==> config.mk <==
export PLATFORM = sky130hd
export DESIGN_NAME = dmem_responder
export DESIGN_NICKNAME = d
export VERILOG_FILES = /design/src/rtl/dmem_responder.sv
export SDC_FILE = /design/constraint.sdc
export NUM_CORES = 2
export LEC_CHECK = 0
export CORE_ASPECT_RATIO = 0.75
export CORE_MARGIN = 1
export CORE_UTILIZATION = 50
export DETAILED_ROUTE_END_ITERATION = 8
export PLACE_DENSITY = 0.66
export SYNTH_ARGS = -nofsm -noshare
export SYNTH_HDL_FRONTEND = slang
export SYNTH_SLANG_ARGS = --single-unit
==> constraint.sdc <==
create_clock -name inp_clk -period 8.49 [get_ports inp_clk]
set_clock_uncertainty 0.1 [all_clocks]
set_input_delay 1.2735 -clock inp_clk [delete_from_list [all_inputs] [get_ports inp_clk]]
set_output_delay 1.2735 -clock inp_clk [all_outputs]
set_load 0.05 [all_outputs]
==> src/rtl/dmem_responder.sv <==
// ============================================================================
// dmem_responder : single-outstanding 64x32 data-memory responder with a
// fixed request-to-response latency. Optional byte-lane write masking is
// selected with `define DMEM_BYTE_MASK_EN.
// Revision: 1.0
// ============================================================================
`default_nettype none

module dmem_responder #(
  parameter int ADDR_W  = 6,
  parameter int LATENCY = 2
) (
  input  logic        inp_clk,
  input  logic        inp_rst_n,
  input  logic        inp_req_valid,
  output logic        out_req_ready,
  input  logic        inp_req_we,
  input  logic [31:0] inp_req_addr,
  input  logic [31:0] inp_req_wdata,
  input  logic [3:0]  inp_req_be,
  output logic        out_rsp_valid,
  output logic [31:0] out_rsp_rdata,
  output logic        out_rsp_err,
  input  logic        inp_rsp_ready
);

  localparam int DEPTH = 1 << ADDR_W;

  typedef enum logic [1:0] {
    IDLE = 2'd0,
    WAIT = 2'd1,
    RESP = 2'd2
  } state_t;

  state_t              state;
  state_t              state_next;
  logic [3:0]          cnt;
  logic [3:0]          cnt_next;
  logic                access;
  logic                accept;

  logic                req_we;
  logic [ADDR_W-1:0]   req_idx;
  logic                req_misalign;
  logic [31:0]         req_wdata;
`ifdef DMEM_BYTE_MASK_EN
  logic [3:0]          req_be;
`endif

  logic [31:0]         mem [0:DEPTH-1];

  // Upper address bits fold into the index wrap; be is meaningless without masking.
  logic                unused_bits;
`ifdef DMEM_BYTE_MASK_EN
  assign unused_bits = ^inp_req_addr[31:ADDR_W+2];
`else
  assign unused_bits = ^{inp_req_addr[31:ADDR_W+2], inp_req_be};
`endif

  always_ff @(posedge inp_clk or negedge inp_rst_n) begin
    if (!inp_rst_n) begin
      state <= IDLE;
      cnt   <= 4'd0;
    end else begin
      state <= state_next;
      cnt   <= cnt_next;
    end
  end

  always_comb begin
    state_next = state;
    cnt_next   = cnt;
    access     = 1'b0;
    accept     = 1'b0;
    case (state)
      IDLE: begin
        if (inp_req_valid) begin
          accept     = 1'b1;
          state_next = WAIT;
          cnt_next   = 4'(LATENCY - 1);
        end
      end
      WAIT: begin
        if (cnt == 4'd0) begin
          access     = 1'b1;
          state_next = RESP;
        end else begin
          cnt_next = cnt - 4'd1;
        end
      end
      RESP: begin
        if (inp_rsp_ready) begin
          state_next = IDLE;
        end
      end
      default: begin
        state_next = IDLE;
        cnt_next   = 4'd0;
      end
    endcase
  end

  // Ready is registered so it stays low through reset and rises one edge after release.
  always_ff @(posedge inp_clk or negedge inp_rst_n) begin
    if (!inp_rst_n) begin
      out_req_ready <= 1'b0;
    end else begin
      out_req_ready <= (state_next == IDLE);
    end
  end

  always_ff @(posedge inp_clk or negedge inp_rst_n) begin
    if (!inp_rst_n) begin
      req_we       <= 1'b0;
      req_idx      <= '0;
      req_misalign <= 1'b0;
      req_wdata    <= 32'd0;
`ifdef DMEM_BYTE_MASK_EN
      req_be       <= 4'd0;
`endif
    end else if (accept) begin
      req_we       <= inp_req_we;
      req_idx      <= inp_req_addr[ADDR_W+1:2];
      req_misalign <= (inp_req_addr[1:0] != 2'b00);
      req_wdata    <= inp_req_wdata;
`ifdef DMEM_BYTE_MASK_EN
      req_be       <= inp_req_be;
`endif
    end
  end

  // Storage is deliberately outside reset; access is only possible from WAIT.
  always_ff @(posedge inp_clk) begin
    if (access && req_we && !req_misalign) begin
`ifdef DMEM_BYTE_MASK_EN
      for (int i = 0; i < 4; i++) begin
        if (req_be[i]) begin
          mem[req_idx][8*i +: 8] <= req_wdata[8*i +: 8];
        end
      end
`else
      mem[req_idx] <= req_wdata;
`endif
    end
  end

  always_ff @(posedge inp_clk or negedge inp_rst_n) begin
    if (!inp_rst_n) begin
      out_rsp_valid <= 1'b0;
      out_rsp_rdata <= 32'd0;
      out_rsp_err   <= 1'b0;
    end else if (access) begin
      out_rsp_valid <= 1'b1;
      out_rsp_err   <= req_misalign;
      out_rsp_rdata <= (req_misalign || req_we) ? 32'd0 : mem[req_idx];
    end else if ((state == RESP) && inp_rsp_ready) begin
      out_rsp_valid <= 1'b0;
    end
  end

endmodule

`default_nettype wire

* Word level (Yosys, flattened, before mapping)
Memory sizes are Yosys's and may differ from the RTL's.
Cells that the tools add are included.
Widths: inputs -> output; s select.
** Storage, ports and cells
- Input bits :: 73
- Bits in registers :: 81
- Memories kept :: 1
- Output and inout bits :: 35
- Logic and storage cells :: 44
- Bits in writable memories :: 2048
** Memories
- mem :: depth 64, bits a word 32, read ports 1, clocked after memory_dff 0, write ports 1, line 50 : logic [31:0] mem [0:DEPTH-1];
** Operators by class
- Mux-type cells :: 16
- Equality and inequality tests :: 4
- Reductions and logical operators :: 11
- Bitwise logic cells :: 1
- Add/subtract/negate cells :: 1
** Operators by type and width (number)
- $mux 32 :: 1
- $pmux 4 s3 :: 1
- $mux 1 :: 8
- $mux 4 :: 2
- $mux 2 :: 3
- $pmux 2 s3 :: 1
- $logic_not 2->1 :: 2
- $logic_not 4->1 :: 1
- $ne 2x2->1 const B :: 2
- $reduce_bool 2->1 :: 2
- $sub 4x1->4 const B :: 1
- $logic_and 1x1->1 :: 3
- $reduce_and 3->1 :: 1
- $eq 2x1->1 const B :: 1
- $eq 2x2->1 const B :: 1
- $logic_not 1->1 :: 1
- $logic_or 1x1->1 :: 1
- $not 1->1 :: 1

* Longest topological paths before layout
- Depth after elaboration :: 7
- Depth in mapped cells :: 9
- Depth with buffers taken out :: 8

* Worst setup path before layout
Ideal clock, no wire load.
- Path type :: register to register
- From :: reg req_idx[1]
- To :: mem mem[57][0] (enable)
- Period minus slack after synthesis :: 3.420 ns
- Setup time :: 0.421 ns
- Required time :: 7.969 ns
- Path buffers :: 4
- Arrival :: 2.898 ns
- Cell stages (with the launch flop) :: 8
- Setup slack :: 5.070 ns
- Cell sequence :: dfrtp_1 -> buf_2 -> buf_4 -> buf_4 -> clkbuf_1 -> nor3b_1 -> nand3_1 -> nor2_1
** RTL lines
- start, declared :: line 43 : logic [ADDR_W-1:0] req_idx;
- start signal, assigned :: line 123 : req_idx <= inp_req_addr[ADDR_W+1:2];
- end, declared :: line 50
No word-level cell before the write port.

* Final worst setup path
- From :: reg req_idx[0]
- To :: reg out_rsp_rdata[4]
** On the way
- Word-level cells in the longest chain between the ends :: 2
** Ends and longest elaborated chain
- $mem_v2 64x32
- $mux 32 :: line 155 : out_rsp_rdata <= (req_misalign || req_we) ? 32'd0 : mem[req_idx];
- end signal, assigned :: line 155
- end, declared :: line 22 : output logic [31:0] out_rsp_rdata,
Every way passes these cells.
A chain may end at the register's enable or synchronous reset.

==> impl_metrics.py <==
metrics = {
    "synth": {
        "synth-edff-count": 2048,
        "synth-seq-cells": 2129,
        "synthXorXnorAreaFrac_pct": 0.0110,
        "netlist_instances": 3482,
        "syn_area_sq_um": 80000,
        "synth_area_per_cell_sq_um": 23.0,
        "synth_top_area_cell": "edfxtp_1",
        "yosysWarnings": 0,
        "synthSimpleGateAreaFrac_pct": 1.63,
        "synthMuxAreaShare_pct": 14.8,
        "yosysMostFrequentCell": "edfxtp_1",
        "synth_fa_ha_area_share_pct": 0.0313,
        "synth_flop_cell": "edfxtp_1",
        "synth.area.top_cells": "edfxtp_1 77%, mux4_2 14%, dfrtp_1 2.5%",
        "synthTopCellsByCount": "2048 x edfxtp_1, 498 x mux4_2, 244 x a22oi_1",
        "synth_top_area_share_pct": 76.9,
        "synth_cell_types": 52,
        "async_flop_share_pct": 3.80,
        "ys_seq_area_share_pct": 79.5,
        "synth_top_family_by_area": "multiplexers",
        "syn_nets": 3557,
        "synth-compound-area-share_pct": 2.92,
    },
    "finish": {
        "syn_to_final_growth_pct": 13.0,
        "nets": 3757,
        "seq_area_sq_um": 63600,
        "drive_gt1_share_pct": 27.4,
        "multiInputGateArea_sq_um": 16100,
        "n_fill_cell": 11300,
    },
    "detailed_routing": {
        "avgRoutedWirePerCell_microns": 33.3,
        "vias": 38100,
        "drt_iter0_markers": 5260,
        "routed_via_density": 6.38,
        "wl_mm": 198,
        "detail-route-antenna-nets": 0,
        "remaining_drc_errors": 0,
        "first_pass_iters": 5,
    },
    "place": {
        "place_ws_ns": 3.89,
        "gp_congestion": 0.791,
        "io_buffers": 79,
        "dp_hpwl_mm": 107,
    },
    "clock_tree": {
        "htree_levels": 4,
        "cts_tree": "yes",
        "ctsHoldBuffers": 0,
        "cts_buffers": 196,
        "cts_buffer_depth": 3,
        "path_clk_slew_ns": 0.06,
        "insertion_delay_ns": 0.82,
        "post_cts_buffers": 0,
        "post_cts_resized": 0,
        "cts.sinks": 2129,
        "root_buffer": "clkbuf_16",
    },
    "status": {
        "status": "completed",
    },
    "timing": {
        "finalHoldViolCount": 0,
        "fin_ws_ns": 4.02,
        "worstMarginPinSlew_ns": 1.34,
        "rsz0062_at_grt": "false",
        "slew_headroom_pct": 10.8,
        "tns_ns": 0,
        "period_minus_slack_ns": 4.47,
        "whs_ns": 0.366,
        "max_freq_mhz": 223,
        "final-max-slew-violation-count": 0,
        "setup_viol": 0,
        "period_share_pct": 52.7,
    },
    "floorplanning": {
        "die_h_microns": 348,
        "core_sq_um": 158000,
        "fp.dieArea_sq_um": 162000,
        "initial_core_util_pct": 50.6,
        "die_x_microns": 464,
        "io_pins": 108,
        "rows": 126,
    },
    "critical_path": {
        "required_ns": 9.06,
        "r2r_cells": 7,
        "r2r_start": "req_idx[0]$_DFFE_PN0P_",
        "start_kind": "flop",
        "crit_type": "reg2reg",
        "timing.rr.end": "out_rsp_rdata[4]$_DFFE_PN0P_",
        "reg2reg_setup_slack_ns": 4.02,
        "cp_max_fo": 45,
        "cp-end-kind": "flop",
        "worstPathArrival_ns": 5.05,
    },
    "power": {
        "irDropWorstVdd_mv": 0.256,
        "leakagePower_nw": 27.8,
        "power_mw": 30.4,
        "powerDensity_nw_per_um2": 336,
    },
    "worst_hold_path": {
        "holdCritPathClass": "in2async",
    },
    "global_routing": {
        "grt-ovfl-total": 0,
        "grt_pass1_wl_mm": 282,
        "grt_max_degree": 118,
        "grt_pass1_vias": 38100,
        "track_usage_pct": 24.8,
        "antenna_found_initial": 10,
    },
    "flow_run": {
        "max_cap_violations": 0,
    },
}
==> worst max-delay path by stage <==
stage | start | to
6_report | req_idx[0]$_DFFE_PN0P_ | out_rsp_rdata[4]$_DFFE_PN0P_
2_1_floorplan | req_idx[1]$_DFFE_PN0P_ | mem[57][0]$_DFFE_PP_
5_1_grt | req_idx[0]$_DFFE_PN0P_ | out_rsp_rdata[4]$_DFFE_PN0P_
3_5_place_dp | req_idx[0]$_DFFE_PN0P_ | out_rsp_rdata[4]$_DFFE_PN0P_
3_3_place_gp | req_idx[0]$_DFFE_PN0P_ | out_rsp_rdata[4]$_DFFE_PN0P_
4_1_cts | req_idx[0]$_DFFE_PN0P_ | out_rsp_rdata[4]$_DFFE_PN0P_
==> area by class of cell <==
class,count,area share [%]
clock buffers,264,5.95
diodes,3,0.00831
inverters,7,0.0291
multi-input cells,1152,17.8
repair buffers,196,1.89
flip-flops and latches,2129,70.4
well taps,2112,2.92
clock inverters,101,1.03
==> critical path, stage by stage, from the launching register on <==
cell and delay, ns:
dfrtp_4 0.73, buf_4 0.75, buf_4 0.84, mux4_2 0.63
a22oi_1 0.24, nand4_1 0.23, nor2_1 0.50, o21ai_0 0.14
==> registers in the layout, indices dropped and copies added (netlist names), 2 cells and up <==
register	cells
req_wdata	32
req_idx	6
out_rsp_rdata	32
mem	2048
state	2
cnt	4
==> layer usage <==
metal	up-vias	GRT usage, %	routed length [microns]
li1	15300	-	-
met1	20400	36.4	81000
met2	1982	36.3	89700
met3	303	6.25	20500
met4	2	9.14	7190
met5	-	0	13
==> metrics by stage <==
| stage | cell area (sq um) | std cells | util (%) |
|---|---|---|---|
| final | 90300 | 5964 | 57.2 |
| after CTS | 90300 | 5961 | 57.2 |
| after global routing | 90300 | 5962 | 57.2 |
| after global placement | 84000 | 5596 | 53.2 |
| after detailed placement | 84000 | 5596 | 53.2 |
| after floorplan | 80000 | 3482 | - |
==> logic make-up (layout without fill, tap and decap cells) <==
family | Yosys count | count (layout)
muxes | 556 | 556
and+or+nand+nor | 272 | 272
AOI/OAI and AO/OA | 321 | 321
adders and majority gates | 2 | 2
xor gates and xnor gates | 1 | 1
buffers and inverters | 201 | 568
other | 0 | 3
DFF | 2129 | 2129
==> power by group <==
group,switching [mW],internal (mW)
registers,1.41,13.3
logic,4.11,2.85
clock network,3.81,4.90
total,9.33,21.0
==> placed cells by master, fill, tap and decap left out, drive strengths merged, types with 5 or more instances in the layout <==
master         netlist  layout
edfxtp            2048    2048
inv                  7      14
buf                104     118
nand2               54      54
bufinv               0      15
dfrtp               81      81
mux2i               15      15
clkinv               0      72
clkbuf              90     264
o21ai               36      36
mux2                43      43
clkinvlp             0       7
a221oi               9       9
nor2               112     112
nand4               59      59
a22oi              244     244
and3                 6       6
o22ai                6       6
mux4               498     498
nor2b                5       5
clkdlybuf4s50        0      78
nand3                7       7
No activity file was read; power rests on OpenSTA's default activity.
